[config.mk]
export PLATFORM = sky130hd
export DESIGN_NAME = core_bus_arbiter
export DESIGN_NICKNAME = d
export VERILOG_FILES = /design/src/rtl/core_bus_arbiter.sv
export SDC_FILE = /design/constraint.sdc
export NUM_CORES = 1
export LEC_CHECK = 0
export ABC_AREA = 1
export ABC_CLOCK_PERIOD_IN_PS = 1400
export BUFFER_PORTS_ARGS = -buffer_cell sky130_fd_sc_hd__buf_2
export CORE_AREA = 4 4 172 107
export CTS_CLUSTER_DIAMETER = 60
export CTS_CLUSTER_SIZE = 14
export DETAILED_ROUTE_END_ITERATION = 8
export DIE_AREA = 0 0 176 111
export PLACE_DENSITY_LB_ADDON = 0.15
export SKIP_CTS_REPAIR_TIMING = 1
export SLEW_MARGIN = 30
export SYNTH_ARGS = -nofsm -noshare
export SYNTH_HDL_FRONTEND = slang
export SYNTH_SLANG_ARGS = --single-unit
export TNS_END_PERCENT = 5
[constraint.sdc]
create_clock -name clk -period 1.4 [get_ports clk]
set_input_delay 0.07 -clock clk [delete_from_list [all_inputs] [get_ports clk]]
set_output_delay 0.07 -clock clk [all_outputs]
set_load 0.1 [all_outputs]
[src/rtl/core_bus_arbiter.sv]
// Shares one memory port between an instruction-fetch and a load/store requester.
// Load/store wins ties until a waiting fetch has lost STARVE_LIMIT grants in a row.
module core_bus_arbiter #(
    parameter int unsigned STARVE_LIMIT = 4,
    parameter int unsigned TIMEOUT      = 15
) (
    input  logic        clk,
    input  logic        rst_n,
    input  logic        if_req_in,
    input  logic [31:0] if_addr_in,
    output logic        if_ack_out,
    output logic [31:0] if_rdata_out,
    input  logic        ls_req_in,
    input  logic        ls_we_in,
    input  logic [31:0] ls_addr_in,
    input  logic [31:0] ls_wdata_in,
    input  logic [3:0]  ls_be_in,
    output logic        ls_ack_out,
    output logic [31:0] ls_rdata_out,
    output logic        err_out,
    output logic        if_stall_out,
    output logic        ls_stall_out,
    output logic        mem_req_out,
    output logic        mem_we_out,
    output logic [31:0] mem_addr_out,
    output logic [31:0] mem_wdata_out,
    output logic [3:0]  mem_be_out,
    input  logic [31:0] mem_rdata_in,
    input  logic        mem_ack_in
);

    localparam int unsigned StarveW = $clog2(STARVE_LIMIT + 2);
    localparam int unsigned CntW    = $clog2(TIMEOUT + 2);

    typedef enum logic [1:0] {
        StIdle,
        StBusyIf,
        StBusyLs
    } state_e;

    state_e             state_q, state_d;
    logic [StarveW-1:0] starve_q, starve_d;
    logic [CntW-1:0]    cnt_q, cnt_d;
    logic               mem_req_q, mem_req_d;
    logic               mem_we_q, mem_we_d;
    logic [31:0]        mem_addr_q, mem_addr_d;
    logic [31:0]        mem_wdata_q, mem_wdata_d;
    logic [3:0]         mem_be_q, mem_be_d;
    logic               if_ack_q, if_ack_d;
    logic               ls_ack_q, ls_ack_d;
    logic               err_q, err_d;
    logic [31:0]        if_rdata_q, if_rdata_d;
    logic [31:0]        ls_rdata_q, ls_rdata_d;

    logic starved;
    logic timed_out;

    assign starved   = (starve_q == StarveW'(STARVE_LIMIT));
    assign timed_out = (cnt_q == CntW'(TIMEOUT - 1));

    always_comb begin
        state_d     = state_q;
        starve_d    = starve_q;
        cnt_d       = cnt_q;
        mem_req_d   = mem_req_q;
        mem_we_d    = mem_we_q;
        mem_addr_d  = mem_addr_q;
        mem_wdata_d = mem_wdata_q;
        mem_be_d    = mem_be_q;
        if_ack_d    = 1'b0;
        ls_ack_d    = 1'b0;
        err_d       = 1'b0;
        if_rdata_d  = '0;
        ls_rdata_d  = '0;

        case (state_q)
            StIdle: begin
                // The requester still holds its request during its ack cycle, so no grant then.
                if (!if_ack_q && !ls_ack_q) begin
                    if (ls_req_in && !(if_req_in && starved)) begin
                        state_d     = StBusyLs;
                        cnt_d       = '0;
                        mem_req_d   = 1'b1;
                        mem_we_d    = ls_we_in;
                        mem_addr_d  = ls_addr_in;
                        mem_wdata_d = ls_wdata_in;
                        mem_be_d    = ls_be_in;
                        if (if_req_in && !starved) begin
                            starve_d = starve_q + StarveW'(1);
                        end
                    end else if (if_req_in) begin
                        state_d     = StBusyIf;
                        cnt_d       = '0;
                        starve_d    = '0;
                        mem_req_d   = 1'b1;
                        mem_we_d    = 1'b0;
                        mem_addr_d  = if_addr_in;
                        mem_wdata_d = '0;
                        mem_be_d    = 4'hF;
                    end
                end
            end
            StBusyIf, StBusyLs: begin
                if (mem_ack_in || timed_out) begin
                    state_d   = StIdle;
                    mem_req_d = 1'b0;
                    err_d     = !mem_ack_in;
                    if (state_q == StBusyIf) begin
                        if_ack_d   = 1'b1;
                        if_rdata_d = mem_ack_in ? mem_rdata_in : '0;
                    end else begin
                        ls_ack_d   = 1'b1;
                        ls_rdata_d = mem_ack_in ? mem_rdata_in : '0;
                    end
                end else begin
                    cnt_d = cnt_q + CntW'(1);
                end
            end
            default: state_d = StIdle;
        endcase
    end

    always_ff @(posedge clk or negedge rst_n) begin
        if (!rst_n) begin
            state_q     <= StIdle;
            starve_q    <= '0;
            cnt_q       <= '0;
            mem_req_q   <= 1'b0;
            mem_we_q    <= 1'b0;
            mem_addr_q  <= '0;
            mem_wdata_q <= '0;
            mem_be_q    <= '0;
            if_ack_q    <= 1'b0;
            ls_ack_q    <= 1'b0;
            err_q       <= 1'b0;
            if_rdata_q  <= '0;
            ls_rdata_q  <= '0;
        end else begin
            state_q     <= state_d;
            starve_q    <= starve_d;
            cnt_q       <= cnt_d;
            mem_req_q   <= mem_req_d;
            mem_we_q    <= mem_we_d;
            mem_addr_q  <= mem_addr_d;
            mem_wdata_q <= mem_wdata_d;
            mem_be_q    <= mem_be_d;
            if_ack_q    <= if_ack_d;
            ls_ack_q    <= ls_ack_d;
            err_q       <= err_d;
            if_rdata_q  <= if_rdata_d;
            ls_rdata_q  <= ls_rdata_d;
        end
    end

    assign mem_req_out   = mem_req_q;
    assign mem_we_out    = mem_we_q;
    assign mem_addr_out  = mem_addr_q;
    assign mem_wdata_out = mem_wdata_q;
    assign mem_be_out    = mem_be_q;
    assign if_ack_out    = if_ack_q;
    assign ls_ack_out    = ls_ack_q;
    assign err_out       = err_q;
    assign if_rdata_out  = if_rdata_q;
    assign ls_rdata_out  = ls_rdata_q;
    assign if_stall_out  = if_req_in & ~if_ack_q;
    assign ls_stall_out  = ls_req_in & ~ls_ack_q;

endmodule

* Word-level counts from Yosys, hierarchy flattened
Index checks and enable logic that the tools add are counted.
** Word-level totals
- Bits in registers :: 147
- Bits of input ports :: 138
- Output and inout port bits :: 139
- Logic and storage cells :: 88
** Cells by class
- Add/subtract/negate cells :: 2
- Eq/ne operators :: 9
- Multiplexer cells :: 41
- Bitwise gates (word level) :: 4
- Reduce and logical (&&, ||, !) cells :: 19
** Operators by type and width (number)
- $mux W32 :: 11
- $mux W5 :: 4
- $mux W1 :: 14
- $reduce_and A4 Y1 :: 3
- $pmux W5 S2 :: 1
- $mux W3 :: 3
- $mux W2 :: 4
- $mux W4 :: 2
- $ne A2 B2 Y1 const B :: 3
- $reduce_and A3 Y1 :: 2
- $add A5 B1 Y5 const B :: 1
- $eq A5 B4 Y1 const B :: 1
- $logic_not A1 Y1 :: 5
- $logic_and A1 B1 Y1 :: 4
- $pmux W2 S2 :: 1
- $reduce_bool A2 Y1 :: 2
- $add A3 B1 Y3 const B :: 1
- $eq A3 B3 Y1 const B :: 1
- $ne A3 B3 Y1 const B :: 1
- $and A1 B1 Y1 :: 2
- $eq A2 B1 Y1 const B :: 1
- $eq A2 B2 Y1 const B :: 1
- $logic_not A2 Y1 :: 1
- $ne A2 B1 Y1 const B :: 1
- 4 further kinds :: 5

* Depth between registers and ports, before layout
- Depth in word-level cells :: 7
- Mapped depth :: 10
- Mapped depth without buffers :: 10

* Worst setup path before layout
No wires, ideal clock.
- Path type :: register to output
- Start :: register ls_ack_q (netlist: ls_ack_out)
- End :: output port ls_stall_out
- Arrival time :: 2.187 ns
- Required time :: 1.330 ns
- Path slack :: -0.857 ns
- Stages on the path, launching flop included :: 2
- Buffers on the path :: 0
- Cells stage by stage :: dfrtp_1 > nor2_1
** On the way
- Cells in the longest elaborated chain, start to end :: 2
** RTL lines
- start, declared :: RTL line 50 : logic ls_ack_q, ls_ack_d;
- start signal, assigned :: RTL line 148 : ls_ack_q <= ls_ack_d;
- $not A1 Y1 :: RTL line 166 : assign ls_stall_out = ls_req_in & ~ls_ack_q;
- $and A1 B1 Y1 :: RTL line 166
- end, declared :: RTL line 22 : output logic ls_stall_out,
Every way passes these cells.

* Final worst setup path
- Start :: register starve_q[1]
- End :: register mem_wdata_q[25] (netlist: mem_wdata_out[25])
** On the way
- Cells in the longest elaborated chain, start to end :: 6
** RTL lines
- start, declared :: RTL line 42 : logic [StarveW-1:0] starve_q, starve_d;
- start signal, assigned :: RTL line 140 : starve_q <= starve_d;
- $eq A3 B3 Y1 * :: RTL line 58 : assign starved = (starve_q == StarveW'(STARVE_LIMIT));
- $logic_and A1 B1 Y1 * :: RTL line 80 : if (ls_req_in && !(if_req_in && starved)) begin
- $logic_not A1 Y1 * :: RTL line 80
- $logic_and A1 B1 Y1 * :: RTL line 80
- $reduce_bool A2 Y1 (no source line)
- $reduce_and A3 Y1 (no source line)
- end signal, assigned :: RTL line 145 : mem_wdata_q <= mem_wdata_d;
- end, declared :: RTL line 47 : logic [31:0] mem_wdata_q, mem_wdata_d;
Every way passes the cells marked *; elsewhere a longest branch is shown, timed or not.
A chain may end at the register's enable or synchronous reset.

==> qor.txt <==
Crit path launch: starve_q[1]
CP Buf/Inv Count: 4
GRT Total Usage: 17.4%
DIE HEIGHT: 111 um
First-pass GRT wire length: 27.4 mm
RR Endpoint: mem_wdata_out[25]
DRT iter0 DRCs: 453
Initial antenna violation count: 0
Max Fclk: 655 MHz
Crit path time final: 1.53 ns
Skew-Pair Late Insertion Delay: 0.41 ns
Hold Path Origin: ls_addr_in[24]
Worst EP required: 1.69 ns
Placer congestion estimate: 0.818
Clock slew at reported path FFs: 0.06 ns
Post-layout nets: 1212
Fin crit share: 109%
Failing checks: negative hold slack, negative setup slack
Vias in the first global route: 5179
Slew HR: 65.5%
DRC: 0
Seq/Total Area, Yosys: 63.2%
WS Path Type: flip-flop to flip-flop
Worst Clk Skew: 0.00863 ns
Hold path depth: 3
Synthesized Nets: 786
Die ar.: 19500 um2
H-tree depth: 4
Routed via count: 5709
Layout cells sized above 1: 38.4%
Worst Hold Class: input port to flip-flop
DRT Pass-1 Iters: 4
Least-Margin Pin Slew: 0.521 ns
Most used cell, CP: nand2_1
Critical path's slowest cell: dfrtp_1
Met2 usage: 26.7%
Io pins: 277
N_diodes: 0
Antenna Violating Nets Remaining: 0
Critical Path Stages: 10
CP Cell Sequence: inv_2 -> ha_4 -> nand3_4 -> nand2_4 -> clkbuf_16 -> nor2_4 -> buf_12 -> buf_6 -> nand2_1 -> nand2_1
Synth Register Bits: 147
GR met3 Demand/Resource: 6.27%
Family with the most delay on the worst path: buffers and inverters
Grt met1 use: 23.7%
Syn Area/Cell: 9.06 um2
Num rows: 37
Num CTS Buffers: 17
Die W: 176 um
Status: finished, violations left
Maxcap violations: 0
Final Hold Slack: -0.0185 ns
Clk root buf: clkbuf_16
Largest net degree at the start of global routing: 40
Crit. End Element: flip-flop
Library cells used by synthesis: 21
Crit-path max FO: 8
Hold EP: mem_addr_out[24]
Number of fill cells: 1453
Clock Sinks: 147
Final setup viols: 50
Dpl hpwl: 12.9 mm
Crit path launch type: flip-flop
Reg2Reg Depth: 10
Area growth from synthesis to layout: 69.0%
Worst Path Arrival: 1.82 ns
Final Hold Viols: 9
GR Overflow Total: 0
Slew Viols, Final: 0
Mapped Cells: 642
Mapped cell area: 5820 um2
FF-to-FF setup slack: -0.13 ns
CTS tree: done
Yosys warns: 0
Final wirelength: 19.8 mm
I/O Buffers: 276
Setup TNS Final: -3.63 ns
Starting Density: 34.5%
Unrepaired setup endpoints after global routing: true
CTS max path bufs: 2
CORE AREA: 16900 um2
Vias per cell: 4.34
GR peak layer: met2
Slack of the critical path: -0.126 ns
Reg-to-Reg Start: starve_q[1]
Wirelength per Cell: 15.0 um
Worst path max stage delay: 0.39 ns
-- placed cells by master (no fill, tap or decap), types with 8 or more instances in the layout --
cell type,Yosys,routed
buf_4,7,33
dlygate4sd3_1,0,102
buf_2,10,271
nor2_1,75,70
o211ai_1,32,32
nand2_1,270,249
nand3_1,11,9
dfrtp_1,147,145
inv_2,5,8
buf_6,0,10
inv_1,44,40
nand2_2,3,19
buf_12,0,15
clkbuf_16,0,21
-- worst max path at each step --
stage | endpoint | slack, ns
finish | mem_wdata_out[25] | -0.13
global route | mem_wdata_out[28] | -0.20
CTS | cnt_q[4] | -0.13
detailed placement | cnt_q[2] | -0.08
global placement | cnt_q[2] | -0.09
floorplan | mem_addr_out[20] | -0.04
-- kinds of logic (layout without fill, tap and decap cells) --
logic type               count (synthesis)  count (layout)  synth area share, %
AND/OR/NAND/NOR                        364             364                 24.4
flip-flops                             147             147                 63.2
buffers and inverters                   80             518                 5.83
AO/OA/AOI/OAI                           45              45                 5.25
adder cells (fa/ha/maj)                  6               6                 1.29
-- worst register-to-register path: cells and delay by family, from the launching register on --
kind                     cells  cell delay (ns)
adder cells (fa/ha/maj)      1             0.14
buffers and inverters        4             0.51
flip-flops                   1             0.39
AND/OR/NAND/NOR              5             0.37
-- cell usage after synthesis --
cell type | n | area, um2
o21ai_0 | 10 | 50.1
clkinv_1 | 1 | 3.75
a21oi_1 | 2 | 10.0
nand3_1 | 11 | 55.1
o211ai_1 | 32 | 240
o21ai_1 | 1 | 5.00
buf_2 | 10 | 50.1
buf_4 | 7 | 52.6
nand3_4 | 1 | 17.5
nor2_1 | 75 | 282
dfrtp_1 | 147 | 3680
nor3_1 | 1 | 5.00
inv_2 | 5 | 18.8
nand2_2 | 3 | 18.8
ha_1 | 6 | 75.1
or2_2 | 1 | 6.26
nor2_4 | 2 | 22.5
buf_1 | 1 | 3.75
inv_1 | 44 | 165
nand2_1 | 270 | 1010
clkbuf_1 | 12 | 45.0
-- stage by stage --
| stage | hold WS (ns) | std cells | util [%] | instance area [um2] | setup slack [ns] |
|---|---|---|---|---|---|
| final | -0.0185 | 1314 | 58.4 | 9830 | -0.126 |
| after floorplan | -0.226 | 642 | - | 5850 | -0.0421 |
| after global routing | 0.00101 | 1314 | 58.4 | 9830 | -0.205 |
| after CTS | -0.439 | 1202 | 50.2 | 8460 | -0.135 |
| after global placement | 0.00249 | 1171 | 47.0 | 7920 | -0.0872 |
| after detailed placement | 0.00333 | 1171 | 47.0 | 7920 | -0.0837 |
-- state kept, by name (all words and copies together), names as in the netlist, 2 cells and up --
register,cells
state_q,2
mem_addr_out,32
cnt_q,5
mem_wdata_out,32
if_rdata_out,32
starve_q,3
mem_be_out,4
ls_rdata_out,32
-- metal layers --
layer	part of all wire [%]	wire length [um]
met5	0	0
met4	0.92	182
met3	8.0	1590
met2	47	9200
met1	44	8780
-- cell type report --
class                           instances  area [um2]  area share (%)
Clock buffer                           17         425            4.33
Clock inverter                         14         119            1.21
Inverter                               50         190            1.93
Multi-Input combinational cell        415        1950            19.8
Sequential cell                       147        3690            37.5
Tap cell                              234         293            2.98
Timing Repair Buffer                  437        3170            32.2
Power is left out: the tool's default activity adds up to more than one toggle a clock period on the data nets, which glitch-free logic cannot reach.
